## src/rtl/csr_trap_ctrl_pkg.sv

```systemverilog
// Shared encodings for the machine-mode CSR/trap sequencer: request opcodes,
// sequencer states and the CSR addresses already used by the CSR file.
package csr_trap_ctrl_pkg;

    typedef enum logic [2:0] {
        OP_CSRRW = 3'd0,
        OP_CSRRS = 3'd1,
        OP_CSRRC = 3'd2,
        OP_ECALL = 3'd3,
        OP_MRET  = 3'd4
    } op_e;

    typedef enum logic [2:0] {
        ST_IDLE  = 3'd0,
        ST_READ  = 3'd1,
        ST_WRITE = 3'd2,
        ST_TRAP  = 3'd3,
        ST_RET   = 3'd4
    } state_e;

    localparam logic [11:0] CSR_MSTATUS = 12'h300;
    localparam logic [11:0] CSR_MTVEC   = 12'h305;
    localparam logic [11:0] CSR_MEPC    = 12'h341;
    localparam logic [11:0] CSR_MCAUSE  = 12'h342;

endpackage

```

## src/rtl/csr_trap_ctrl_alu.sv

```systemverilog
// Purpose: new-value and write-suppress logic for CSRRW/CSRRS/CSRRC.
// Latency: combinational.
// Backpressure: none; evaluated whenever the sequencer is in its read step.
module csr_alu
    import csr_trap_ctrl_pkg::*;
#(
    parameter int DATA_LEN = 32
) (
    input  logic [2:0]          op,
    input  logic [DATA_LEN-1:0] old_val,
    input  logic [DATA_LEN-1:0] src,
    output logic [DATA_LEN-1:0] wdata,
    output logic                wen
);

    // Set/clear with a zero operand is a pure read and must not touch the CSR.
    always_comb begin
        wdata = src;
        wen   = 1'b1;
        case (op)
            OP_CSRRS: begin
                wdata = old_val | src;
                wen   = |src;
            end
            OP_CSRRC: begin
                wdata = old_val & ~src;
                wen   = |src;
            end
            default: begin
                wdata = src;
                wen   = 1'b1;
            end
        endcase
    end

endmodule

```

## src/rtl/csr_trap_ctrl.sv

```systemverilog
// Purpose: arbitrates CSR ops, ECALL, MRET and timer irq onto the single CSR port.
// Latency: CSR op accept N, read N+1, write/resp N+2; trap/ret redirect at N+1.
// Backpressure: req_ready only in IDLE with no irq taken; irq beats a pending request.
module csr_trap_ctrl
    import csr_trap_ctrl_pkg::*;
#(
    parameter int DATA_LEN    = 32,
    parameter int ECALL_CAUSE = 11,
    parameter int IRQ_CAUSE   = 7
) (
    input  logic                clk,
    input  logic                rst,
    input  logic                req_valid,
    output logic                req_ready,
    input  logic [2:0]          req_op,
    input  logic [11:0]         req_addr,
    input  logic [DATA_LEN-1:0] req_src,
    input  logic [DATA_LEN-1:0] req_pc,
    input  logic                irq_pending,
    input  logic                irq_enable,
    input  logic [DATA_LEN-1:0] irq_pc,
    output logic                resp_valid,
    output logic [DATA_LEN-1:0] resp_rdata,
    output logic                redirect_valid,
    output logic [DATA_LEN-1:0] redirect_pc,
    output logic                busy,
    output logic                csr_wen,
    output logic                csr_ren,
    output logic                csr_unusual,
    output logic [11:0]         csr_addr,
    output logic [DATA_LEN-1:0] csr_wdata,
    output logic [DATA_LEN-1:0] csr_pc,
    output logic [DATA_LEN-1:0] csr_cause,
    input  logic [DATA_LEN-1:0] csr_rdata,
    input  logic [DATA_LEN-1:0] csr_mepc
);

    localparam logic [DATA_LEN-1:0] IRQ_CAUSE_W   = {1'b1, (DATA_LEN-1)'(IRQ_CAUSE)};
    localparam logic [DATA_LEN-1:0] ECALL_CAUSE_W = DATA_LEN'(ECALL_CAUSE);

    state_e              state;
    logic [2:0]          op_q;
    logic [DATA_LEN-1:0] src_q;
    logic [DATA_LEN-1:0] alu_wdata;
    logic                alu_wen;
    logic                irq_take;

    assign irq_take  = irq_pending & irq_enable;
    assign req_ready = (state == ST_IDLE) & ~irq_take;
    assign busy      = (state != ST_IDLE);

    // The CSR file presents mtvec on csr_rdata while csr_unusual is high,
    // so the trap target can only be forwarded combinationally.
    always_comb begin
        redirect_pc = '0;
        case (state)
            ST_TRAP: redirect_pc = csr_rdata;
            ST_RET:  redirect_pc = csr_mepc;
            default: redirect_pc = '0;
        endcase
    end

    csr_alu #(.DATA_LEN(DATA_LEN)) u_alu (
        .op      (op_q),
        .old_val (csr_rdata),
        .src     (src_q),
        .wdata   (alu_wdata),
        .wen     (alu_wen)
    );

    always_ff @(posedge clk) begin
        if (rst) begin
            state          <= ST_IDLE;
            op_q           <= '0;
            src_q          <= '0;
            csr_ren        <= 1'b0;
            csr_wen        <= 1'b0;
            csr_unusual    <= 1'b0;
            csr_addr       <= '0;
            csr_wdata      <= '0;
            csr_pc         <= '0;
            csr_cause      <= '0;
            resp_valid     <= 1'b0;
            resp_rdata     <= '0;
            redirect_valid <= 1'b0;
        end else begin
            // Strobes and operands drop back to zero unless the next state owns them.
            csr_ren        <= 1'b0;
            csr_wen        <= 1'b0;
            csr_unusual    <= 1'b0;
            csr_addr       <= '0;
            csr_wdata      <= '0;
            csr_pc         <= '0;
            csr_cause      <= '0;
            resp_valid     <= 1'b0;
            resp_rdata     <= '0;
            redirect_valid <= 1'b0;
            case (state)
                ST_IDLE: begin
                    if (irq_take) begin
                        csr_pc         <= irq_pc;
                        csr_cause      <= IRQ_CAUSE_W;
                        csr_unusual    <= 1'b1;
                        redirect_valid <= 1'b1;
                        state          <= ST_TRAP;
                    end else if (req_valid) begin
                        case (req_op)
                            OP_CSRRW, OP_CSRRS, OP_CSRRC: begin
                                op_q     <= req_op;
                                src_q    <= req_src;
                                csr_addr <= req_addr;
                                csr_ren  <= 1'b1;
                                state    <= ST_READ;
                            end
                            OP_ECALL: begin
                                csr_pc         <= req_pc;
                                csr_cause      <= ECALL_CAUSE_W;
                                csr_unusual    <= 1'b1;
                                redirect_valid <= 1'b1;
                                state          <= ST_TRAP;
                            end
                            OP_MRET: begin
                                redirect_valid <= 1'b1;
                                state          <= ST_RET;
                            end
                            default: state <= ST_IDLE;
                        endcase
                    end
                end
                ST_READ: begin
                    csr_addr   <= csr_addr;
                    csr_wen    <= alu_wen;
                    csr_wdata  <= alu_wen ? alu_wdata : '0;
                    resp_valid <= 1'b1;
                    resp_rdata <= csr_rdata;
                    state      <= ST_WRITE;
                end
                default: state <= ST_IDLE;
            endcase
        end
    end

endmodule

```

## config.mk

```make
export PLATFORM = sky130hd
export DESIGN_NAME = csr_trap_ctrl
export DESIGN_NICKNAME = d
export VERILOG_FILES = /design/src/rtl/csr_trap_ctrl_pkg.sv /design/src/rtl/csr_trap_ctrl_alu.sv /design/src/rtl/csr_trap_ctrl.sv
export SDC_FILE = /design/constraint.sdc
export NUM_CORES = 1
export LEC_CHECK = 0
export BUFFER_PORTS_ARGS = -buffer_cell sky130_fd_sc_hd__buf_2
export CAP_MARGIN = 20
export CORE_ASPECT_RATIO = 1.2
export CORE_UTILIZATION = 33
export DETAILED_ROUTE_END_ITERATION = 8
export HOLD_SLACK_MARGIN = 0.12
export PLACE_DENSITY_LB_ADDON = 0.25
export SYNTH_ARGS = -nofsm -noshare
export SYNTH_HDL_FRONTEND = slang
export SYNTH_HIERARCHICAL = 1
export SYNTH_SLANG_ARGS = --single-unit
```

## constraint.sdc

```tcl
create_clock -name clk -period 2 [get_ports clk]
set_clock_uncertainty 0.15 [all_clocks]
set_input_delay 0.5 -clock clk [delete_from_list [all_inputs] [get_ports clk]]
set_output_delay 0.5 -clock clk [all_outputs]
set_load 0.02 [all_outputs]
```

# Word-level counts from Yosys, hierarchy flattened
# Index checks and enable logic that the tools add are counted.
# classes
n_eq_ne	10
n_mux	25
bitwise	10
n_reduce_logical	12
# op_table
op	count
32-bit two-way mux	4
32-bit one-hot mux with 2 select lines	2
12-bit two-way mux	3
32-bit bitwise AND	1
32-bit inverter	1
32-bit OR	1
32-bit OR reduction	1
12-bit one-hot mux with 2 select lines	1
3-bit by 2-bit equality test with 1-bit output, second input constant	4
3-bit by 1-bit equality test with 1-bit output, second input constant	3
1-bit two-way mux	9
3-bit one-hot mux with 3 select lines	1
4-bit two-way mux	2
2-bit OR reduction	4
3-bit equality test, second input constant	2
3-bit zero test	2
3-bit two-way mux	2
3-bit one-hot mux with 2 select lines	1
3-bit OR reduction	2
1-bit inverter	5
4-bit AND reduction	1
4-bit OR reduction	1
3-bit != test, second input constant	1
3-bit nonzero test	1
1-bit bitwise AND	2
# word_totals
register_bits	183
input_bits	180
output_inout_bits	179
elab_cells	71

# Longest topological paths before layout
# Gate-level depths: netlist of run 1.
# depth
ltp_word	6
mapped_depth	6

# Cells and area by module
# The synthesis of run 1 kept the hierarchy.
# modules_own_cells
module	n_inst	cells_per_inst	area_each_um2
csr_trap_ctrl	1	564	5746.8
csr_alu	1	85	625.6

# Least setup slack after synthesis of run 1
# Ideal clock, no wire load.
# synth_timing
path_type	input port to output port
from	in irq_pending
to	out req_ready
t_arrival_ns	1.455
t_required_ns	1.350
path_slack_ns	-0.105
path_stages	4
n_path_buf	2
cell_sequence	and2_1 > buf_1 > clkbuf_1 > nor2_1
# synth_between
elab_chain_len	3
# synth_rtl
item	line	rtl
start: declaration	csr_trap_ctrl.sv:19	input logic irq_pending,
1-bit bitwise AND	csr_trap_ctrl.sv:48	assign irq_take = irq_pending & irq_enable;
1-bit inverter (no source line)	-	
1-bit bitwise AND	csr_trap_ctrl.sv:49	assign req_ready = (state == ST_IDLE) & ~irq_take;
end: declaration	csr_trap_ctrl.sv:14	output logic req_ready,
# No other way between the ends.

# Final worst setup path of run 1
# layout_timing
from	reg state[2]
to	out redirect_pc[26]
# layout_between
elab_chain_len	2
word_cells_on_any_way	3
classes_between	2 x eq/ne; 1 x mux
# layout_rtl
item	line	rtl
start: declaration	csr_trap_ctrl.sv:41	state_e state;
start signal: assignment	csr_trap_ctrl.sv:73	state <= ST_IDLE;
start signal: assignment	csr_trap_ctrl.sv:105	state <= ST_TRAP;
start signal: assignment	csr_trap_ctrl.sv:113	state <= ST_READ;
3-bit equality test or 3-bit by 2-bit equality test with 1-bit output (tied branches)	csr_trap_ctrl.sv:56	case (state)
32-bit one-hot mux with 2 select lines *	csr_trap_ctrl.sv:56	
end: declaration	csr_trap_ctrl.sv:25	output logic [DATA_LEN-1:0] redirect_pc,
# Every way passes the cells marked *; elsewhere a longest branch is shown, timed or not.

==> impl_metrics.json, run 1 <==
{
  "run_status": "complete, but fails checks",
  "violations": "setup timing",
  "p_per_area_nw_per_um2": 793,
  "io-pin-count": 359,
  "synth.distinct_cells": 34,
  "period_share_pct": 112,
  "layout.nets": 1178,
  "p_comb_share_pct": 13.4,
  "p_sw_mw": 1.96,
  "pre_cts_slack_ns": -0.110,
  "wl_mm": 19.7,
  "maxCapViolations": 0,
  "p_leak_nw": 4.57,
  "clock_latency_ns": 0.42,
  "fin_cells": 1268,
  "timing.final.ws_setup_ns": -0.242,
  "fmax_mhz": 446,
  "hold_violations": 0,
  "startpoint_type": "flop",
  "hold_path.class": "input port to flop",
  "clk_pin_slew_ns": 0.07,
  "drt_first_pass_iters": 4,
  "post_drt_wl_per_cell_um": 15.5,
  "antenna_found_initial": 1,
  "synth_edf_count": 0,
  "initialDrtViolationCount": 222,
  "crit_chain": "nor3b_4 > buf_6 > buf_12 > a22o_1 > buf_6",
  "seq_area_frac_synth_pct": 48.1,
  "cts_buffers": 17,
  "synth_area_um2": 6370,
  "synth_area_leaders": "dfxtp_1, a22o_1, nand2b_1",
  "switching_share_pct": 26.4,
  "rows": 55,
  "synth_top_area_share_pct": 48.1,
  "grt_pass1_wl_mm": 29.2,
  "slew_viol_final": 0,
  "r2r-start": "state[0]",
  "syn2layout_area_growth_pct": 47.3,
  "pwr-share-seq_pct": 42.7,
  "ys_top_cells_by_count": "dfxtp_1, a22o_1, nand2b_1",
  "clkSinkCount": 153,
  "ys_warn_count": 6,
  "dp_cells": 1221,
  "cts_max_level": 4,
  "root_buffer": "clkbuf_16",
  "finalCriticalPeriod_ns": 2.24,
  "fin_util_pct": 49.8,
  "start_util_pct": 33.8,
  "pwr-share-clk_pct": 43.9,
  "grt_pass1_vias": 5608,
  "drc": 0,
  "die_height_um": 154,
  "critPathSlowestCell": "dfxtp_4",
  "drive_gt1_share_pct": 42.8,
  "cts.path.max_buffers": 2,
  "yosysTopAreaCell": "dfxtp_1",
  "hpwl_mm": 13.9,
  "avgSynthCellArea_um2": 9.82,
  "num_vias": 5818,
  "worst_pin_slew_ns": 0.523,
  "reg2reg_depth": 8,
  "port_buffers": 331,
  "ir_drop_uv": 544,
  "arrival_ns": 1.59,
  "timing.hold.ws_ns": 0.142,
  "ant_nets": 0,
  "crit_type": "flop to primary output",
  "setup_viol": 69,
  "cpPeakStageDelay_ns": 0.37,
  "synth_seq_cells": 153,
  "crit_path_end_kind": "primary output",
  "grt_max_degree": 72,
  "track_usage_pct": 19.3,
  "synth_cells": 649,
  "crit_top_cell": "buf_6",
  "rsz0062_at_grt": "true",
  "overflow": 0,
  "slew-limit-headroom_pct": 65.2,
  "p_int_mw": 5.48,
  "startpoint": "state[2]",
  "gp_congestion": 0.742,
  "viasPerCell": 4.59,
  "die_x_um": 129,
  "hold_start": "req_addr[6]",
  "reg2reg_slack_ns": -0.19,
  "synth-async-reset-ratio_pct": 0,
  "hold_depth": 2,
  "core_um2": 18900,
  "required_ns": 1.35,
  "cts_tree": "done",
  "ys.flop_type": "dfxtp_1",
  "cp_max_fo": 11,
  "yosysMostFrequentCell": "dfxtp_1",
  "die_area_um2": 19900
}
[layout by cell type, fill, tap and decap left out, types with 5 or more instances in the layout]
cell / netlist / routed
a21oi_1: 33 / 33
a22o_1: 76 / 76
and2_1: 34 / 34
and3_1: 33 / 33
buf_12: 2 / 11
buf_2: 6 / 308
buf_4: 30 / 46
buf_6: 5 / 15
clkbuf_16: 0 / 19
conb_1: 1 / 27
dfxtp_1: 153 / 150
inv_6: 0 / 6
mux2i_1: 34 / 33
nand2_1: 34 / 34
nand2b_1: 69 / 69
nand3_1: 32 / 32
nor2_1: 6 / 5
nor2b_1: 32 / 32
nor4_1: 10 / 6
[registers in the layout, indices dropped and copies added (netlist names)]
name / count
op_q: 3
csr_wdata: 32
state: 3
csr_cause: 3
resp_valid: 1
csr_pc: 32
src_q: 32
csr_addr: 12
redirect_valid: 1
csr_ren: 1
csr_wen: 1
resp_rdata: 32
[critical path: cells and delay by family, from the launching register on]
family,cells,cell delay [ns]
buf+inv,3,0.41
flops,1,0.37
simple gates,1,0.22
compound gates,1,0.16
[metrics by stage]
step	power, mW	area [µm²]	setup TNS, ns
after global routing	7.76	9380	-17.72
after CTS	7.50	9200	-8.15
after global placement	4.16	8400	-3.13
final	7.44	9380	-12.28
after detailed placement	4.17	8400	-2.67
after floorplan	3.79	6480	0
[final timing paths]
path                                   endpoint
worst min register to register         state[1]
worst max-delay path            redirect_pc[26]
worst min-delay path                csr_addr[6]
worst max register to register        src_q[19]
[routing by layer]
layer	global-route usage, %	share of wire (%)	wire length, µm	up-vias
li1	-	-	-	2914
met1	20.8	40	7950	2649
met2	36.0	51	10100	238
met3	4.77	6.8	1340	17
met4	6.83	1.4	274	0
met5	0	0	0	-
[kinds of logic (layout without fill, tap and decap cells)]
| family | Yosys count | in the layout | share of synthesized area (%) |
|---|---|---|---|
| AND/OR/NAND/NOR | 264 | 264 | 24.2 |
| flip-flops | 153 | 153 | 48.1 |
| AO/OA/AOI/OAI | 113 | 113 | 14.1 |
| multiplexers | 34 | 34 | 5.34 |
| other | 1 | 28 | 0.0588 |
| XOR/XNOR | 1 | 1 | 0.137 |
| buffers and inverters | 83 | 419 | 8.05 |
[area by class of cell]
cell class	instances	area, µm²
fillers	1861	9470
repair buffers	387	2430
flip-flops and latches	153	3070
multi-input cells	439	2960
clock buffers	18	429
clock inverters	14	160
diodes	1	2.50
well taps	256	320
[power by group through the flow]
stage	combinational, mW	sequential (mW)	clock (mW)
6_report	1.00	3.18	3.27
5_1_grt	1.08	3.18	3.49
4_1_cts	0.974	3.17	3.35
3_5_place_dp	0.926	3.24	0
3_3_place_gp	0.922	3.24	0
2_1_floorplan	0.486	3.31	0
[timing repair]
action                                 in CTS  in global routing
endpoints found under the hold margin       1                  0
resized for setup                          17                 40
buffers inserted                            6                  3
hold buffers                                1                  0
cloned                                      3                  2
pin swaps                                   3                  5
setup endpoints to repair                  68                 96
Note: power is estimated with default switching activity, not from simulation.
==> run 2: changes to the inputs <==
- CELL_PAD_IN_SITES_DETAIL_PLACEMENT: not set -> 1
- CELL_PAD_IN_SITES_GLOBAL_PLACEMENT: not set -> 2
- CORE_UTILIZATION: 33 -> 22
==> run 2 against run 1 <==
Net effect: the run still ends with setup timing left; critical path depth stayed put; total power is 3.0% lower; utilization is 15 points lower; flip-flop and latch count stayed put; combinational power is 6% higher; first-iteration DRC count is 27% lower; hold slack better by 0.019 ns; global-route usage is 3.3 points lower; critical path type unchanged; largest cell class unchanged; highest routed layer is now met5.
==> impl_metrics.json, run 2 (synthesis results as in run 1) <==
{
  "slew-limit-headroom_pct": 43.2,
  "drc": 0,
  "post_drt_wl_per_cell_um": 17.0,
  "mostFrequentLayoutCell": "buf_2",
  "finalPower_mw": 7.22,
  "finalCriticalPeriod_ns": 2.27,
  "routed-wl-met3_mm": 1.88,
  "wl_mm": 23.8,
  "num_vias": 5964,
  "viasPerCell": 4.26,
  "clock_latency_ns": 0.42,
  "layout.nets": 1188,
  "p_per_area_nw_per_um2": 748,
  "clkSinkCount": 153,
  "cp_max_fo": 16,
  "dr_wl_met2_mm": 11.9,
  "cts_buffers": 17,
  "pwr-share-clk_pct": 41.4,
  "port_buffers": 331,
  "initialDrtViolationCount": 163,
  "maxCapViolations": 0,
  "cts_tree": "done",
  "clk_pin_slew_ns": 0.06,
  "hpwl_mm": 16.6,
  "grt_max_degree": 47,
  "gp_congestion": 0.710,
  "hold_violations": 0,
  "arrival_ns": 1.62,
  "required_ns": 1.35,
  "io-pin-count": 359,
  "crit_path_end_kind": "primary output",
  "run_status": "complete, but fails checks",
  "n_fill_cell": 3328,
  "drive_gt1_share_pct": 42.6,
  "grt_pass1_vias": 6179,
  "top_layer_used": "met5",
  "rsz0062_at_grt": "true",
  "cp-endpoint": "redirect_pc[31]",
  "r2r-end": "src_q[17]",
  "layout_common_cells": "buf_2, dfxtp_1, a22o_1, nand2b_1, buf_4",
  "fmax_mhz": 441,
  "overflow": 0,
  "start_util_pct": 22.6,
  "period_share_pct": 113,
  "p_int_mw": 5.27,
  "p_comb_share_pct": 14.6,
  "timing.final.ws_setup_ns": -0.269,
  "switching_share_pct": 27.0,
  "grt_pass1_wl_mm": 35.6,
  "drt_first_pass_iters": 4,
  "r2r-start": "state[2]",
  "ir_drop_uv": 546,
  "worst_pin_slew_ns": 0.850,
  "cts_max_level": 4,
  "die_height_um": 188,
  "cts.path.max_buffers": 2,
  "p_sw_mw": 1.95,
  "hold_path.class": "input port to flop",
  "startpoint": "state[0]",
  "wl_met1_mm": 9.76,
  "fin_util_pct": 34.3,
  "startpoint_type": "flop",
  "pwr-share-seq_pct": 44.0,
  "core_um2": 28200,
  "syn2layout_area_growth_pct": 51.6,
  "p_leak_nw": 4.61,
  "setup_viol": 66,
  "root_buffer": "clkbuf_16",
  "die_x_um": 157,
  "antenna_found_initial": 3,
  "reg2reg_depth": 7,
  "dp_cells": 1345,
  "slew_viol_final": 0,
  "rows": 67,
  "reg2reg_slack_ns": -0.12,
  "violations": "setup timing",
  "timing.hold.ws_ns": 0.161,
  "die_area_um2": 29700,
  "ant_nets": 0,
  "crit_type": "flop to primary output",
  "fin_cells": 1401,
  "track_usage_pct": 15.9
}
## run 2: cell types whose count changed in the layout (fill, tap and decap cells not counted), moves of 2 or more
cell | before | now
buf_2 | 308 | 306
buf_4 | 46 | 36
buf_6 | 15 | 26
bufinv_16 | 2 | 0
clkbuf_8 | 0 | 2
clkinv_2 | 2 | 7
dlygate4sd3_1 | 1 | 12
inv_6 | 6 | 3
inv_8 | 2 | 0
## run 2: power groups by stage
stage                     sequential [mW]  clock [mW]  combinational [mW]
after floorplan                      3.31           0               0.486
after global placement               3.24           0               0.961
after global routing                 3.18        3.26                1.15
after CTS                            3.17        3.12                1.03
after detailed placement             3.24           0               0.962
final                                3.18        2.99                1.06
## run 2: per-layer routing
layer	vias to the layer above	track usage (%)
met3	17	5.31
li1	2927	-
met4	4	4.37
met1	2774	18.2
met2	242	28.0
met5	-	0
## run 2: how the worst min path moves through the flow
stage,depth (start not counted),start,slack (ns),end
global placement,1,csr_addr[4],0.31,csr_addr[4]
floorplan,2,op_q[1],0.32,op_q[1]
detailed placement,1,csr_addr[2],0.31,csr_addr[2]
finish,2,csr_rdata[24],0.16,resp_rdata[24]
CTS,3,irq_pc[18],0.14,csr_pc[18]
global route,3,irq_pc[16],0.14,csr_pc[16]
## run 2: metrics by stage
stage	worst slack, ns	setup TNS (ns)	instance area, µm²
after floorplan	0.000297	0	6480
after global placement	-0.215	-6.50	8560
after detailed placement	-0.173	-4.91	8560
after CTS	-0.301	-9.10	9480
after global routing	-0.339	-14.36	9660
final	-0.269	-9.71	9660
## run 2: repair_timing
item,4_1_cts,5_1_grt
setup endpoints to repair,70,61
pin swaps,5,2
gates resized for setup,56,21
gates cloned,2,3
buffers inserted,3,3
hold buffers,12,0
hold endpoints to repair,12,0
## run 2: layout make-up
type	count	area [µm²]	area share, %
Antenna cell	1	2.50	0.0259
Clock buffer	21	460	4.77
Clock inverter	11	68.8	0.713
Multi-Input combinational cell	439	2990	31.0
Sequential cell	153	3070	31.8
Tap cell	379	474	4.91
Timing Repair Buffer	397	2590	26.8
## run 2: critical path: stages (launching register included)
cell and delay, ns:
dfxtp_4 0.37, nor3b_4 0.23, buf_4 0.15, buf_12 0.15
a22o_1 0.16, buf_6 0.13
==> run 3: changes to the inputs <==
- ABC_AREA: not set -> 1
- CORE_UTILIZATION: 22 -> 20
- RECOVER_POWER: not set -> 100
==> run 3 against run 2 <==
Net effect: the flow still finishes with violations (setup timing); final cell count is 22% higher; non-clock buffer count grew 32; setup slack gained 0.10 ns; hold slack got worse by 0.012 ns; combinational power rose by 24%; critical path type unchanged; largest cell class unchanged; highest routed layer unchanged.
==> impl_metrics.json, run 3 <==
{
  "critPathSlowestCell": "dfxtp_4",
  "hold_violations": 0,
  "maxCapViolations": 0,
  "ys.flop_type": "dfxtp_1",
  "gp_congestion": 0.709,
  "seq_area_frac_synth_pct": 48.0,
  "yosysTopAreaCell": "dfxtp_1",
  "fmax_mhz": 461,
  "synth_cells": 897,
  "fin_tns_setup_ns": -4.75,
  "crit_path_end_kind": "primary output",
  "synth.distinct_cells": 24,
  "overflow": 0,
  "num_vias": 6825,
  "grt_max_degree": 36,
  "ant_nets": 0,
  "synthSimpleGateAreaFrac_pct": 30.0,
  "io-pin-count": 359,
  "worst_pin_slew_ns": 0.657,
  "cts_buffers": 17,
  "clock_latency_ns": 0.42,
  "run_status": "complete, but fails checks",
  "die_x_um": 165,
  "ir_drop_uv": 404,
  "grt_pass1_vias": 7079,
  "timing.final.ws_setup_ns": -0.168,
  "synth-xor-area-share_pct": 0,
  "mostFrequentLayoutCell": "buf_2",
  "cts.path.max_buffers": 2,
  "synth_compound_area_share_pct": 6.29,
  "syn2layout_area_growth_pct": 59.8,
  "slew_viol_final": 0,
  "fin_util_pct": 32.6,
  "arrival_ns": 1.52,
  "antenna_found_initial": 5,
  "setup_viol": 34,
  "n_fill_cell": 3910,
  "hold_path.class": "input port to flop",
  "pre_cts_slack_ns": 0.0689,
  "wl_mm": 26.4,
  "clk_pin_slew_ns": 0.07,
  "cts_max_level": 4,
  "layout.nets": 1478,
  "violations": "setup timing",
  "ys_warn_count": 6,
  "root_buffer": "clkbuf_16",
  "cpPeakStageDelay_ns": 0.36,
  "rsz0062_at_grt": "true",
  "yosysMostFrequentCell": "nand2_1",
  "post_drt_wl_per_cell_um": 15.4,
  "ys_top_cells_by_count": "nand2_1, nor2_1, dfxtp_1",
  "slew-limit-headroom_pct": 56.2,
  "start_util_pct": 20.4,
  "yosys.area_share.adder_pct": 0,
  "synth_area_um2": 6390,
  "synthMuxAreaShare_pct": 0,
  "cts_tree": "done",
  "port_buffers": 331,
  "hpwl_mm": 19.1,
  "startpoint_type": "flop",
  "drive_gt1_share_pct": 34.2,
  "grt_pass1_wl_mm": 39.4,
  "reg2reg_slack_ns": 0.08,
  "clkSinkCount": 153,
  "rows": 71,
  "track_usage_pct": 16.2,
  "avgSynthCellArea_um2": 7.12,
  "synth_edf_count": 0,
  "required_ns": 1.35,
  "crit_type": "flop to primary output",
  "p_leak_nw": 5.23,
  "initialDrtViolationCount": 165,
  "period_share_pct": 108,
  "synth_top_family_by_area": "simple AND/OR/NAND/NOR gates",
  "viasPerCell": 3.99,
  "p_per_area_nw_per_um2": 802,
  "drc": 0,
  "die_height_um": 198,
  "synth_top_area_share_pct": 48.0,
  "synth_area_leaders": "dfxtp_1, nand2_1, nor2_1",
  "layout_common_cells": "buf_2, nand2_1, nor2_1, dfxtp_1, inv_1",
  "crit_chain": "nor2_4 > buf_12 > clkbuf_16 > nand3_1 > o21ai_1 > buf_4",
  "synth-async-reset-ratio_pct": 0,
  "cp_max_fo": 6,
  "finalCriticalPeriod_ns": 2.17,
  "core_um2": 31400,
  "die_area_um2": 32700,
  "drt_first_pass_iters": 4,
  "synth_seq_cells": 153
}
run 3: area by class of cell:
type,instances,area (µm²),share of cell area [%]
diodes,1,2.50,0.0245
clock buffers,23,498,4.88
clock inverters,7,163,1.59
inverters,142,536,5.25
multi-input cells,555,2580,25.3
flip-flops and latches,153,3070,30.1
well taps,401,502,4.92
repair buffers,429,2850,27.9
run 3: logic make-up (layout without fill, tap and decap cells):
logic type             after synthesis  after routing
buffers and inverters              215            601
other                                1             28
AND/OR/NAND/NOR                    460            460
flip-flops                         153            153
AO/OA/AOI/OAI                       68             68
run 3: stage by stage:
step                power, mW  cell area [µm²]  hold slack, ns  instances
floorplan                3.92             6480           0.273        923
global placement         4.37             8460           0.282       1607
detailed placement       4.38             8460           0.290       1607
CTS                      8.34            10000           0.127       1709
global route             8.63            10200           0.131       1711
finish                   8.19            10200           0.149       1711
run 3: final timing paths:
check                    from         endpoint  cells past startpoint
setup / recovery     state[0]  redirect_pc[21]                      6
hold / removal     irq_pc[30]       csr_pc[30]                      3
setup reg to reg     state[0]       csr_pc[21]                      8
hold reg to reg   csr_addr[1]      csr_addr[1]                      2
run 3: routing by layer:
metal / vias to the layer above / share of wire (%) / track usage [%]
met2: 239 / 51 / 29.2
met3: 23 / 8.1 / 5.97
met5: - / 0.19 / 0
li1: 3467 / - / -
met4: 8 / 1.1 / 4.18
met1: 3088 / 40 / 17.6
run 3: timing repair:
item / 4_1_cts / 5_1_grt
hold buffers: 68 / 0
hold endpoints to repair: 41 / 0
buffers inserted: 2 / 1
resized for setup: 66 / 59
cloned: 2 / 1
pin swaps: 1 / 2
setup endpoints to repair: 34 / 34
run 3: worst max-delay path, delay by kind of cell, from the launching register on:
family	cells	cell delay [ns]
and+or+nand+nor	2	0.18
buffers and inverters	3	0.47
AOI/OAI and AO/OA	1	0.08
DFF	1	0.36
run 3: power breakdown:
part	internal [mW]	leakage [nW]	switching, mW
logic	0.555	3.67	0.757
registers	3.15	1.24	0.0543
clock network	2.37	0.321	1.30
total	6.07	5.23	2.11
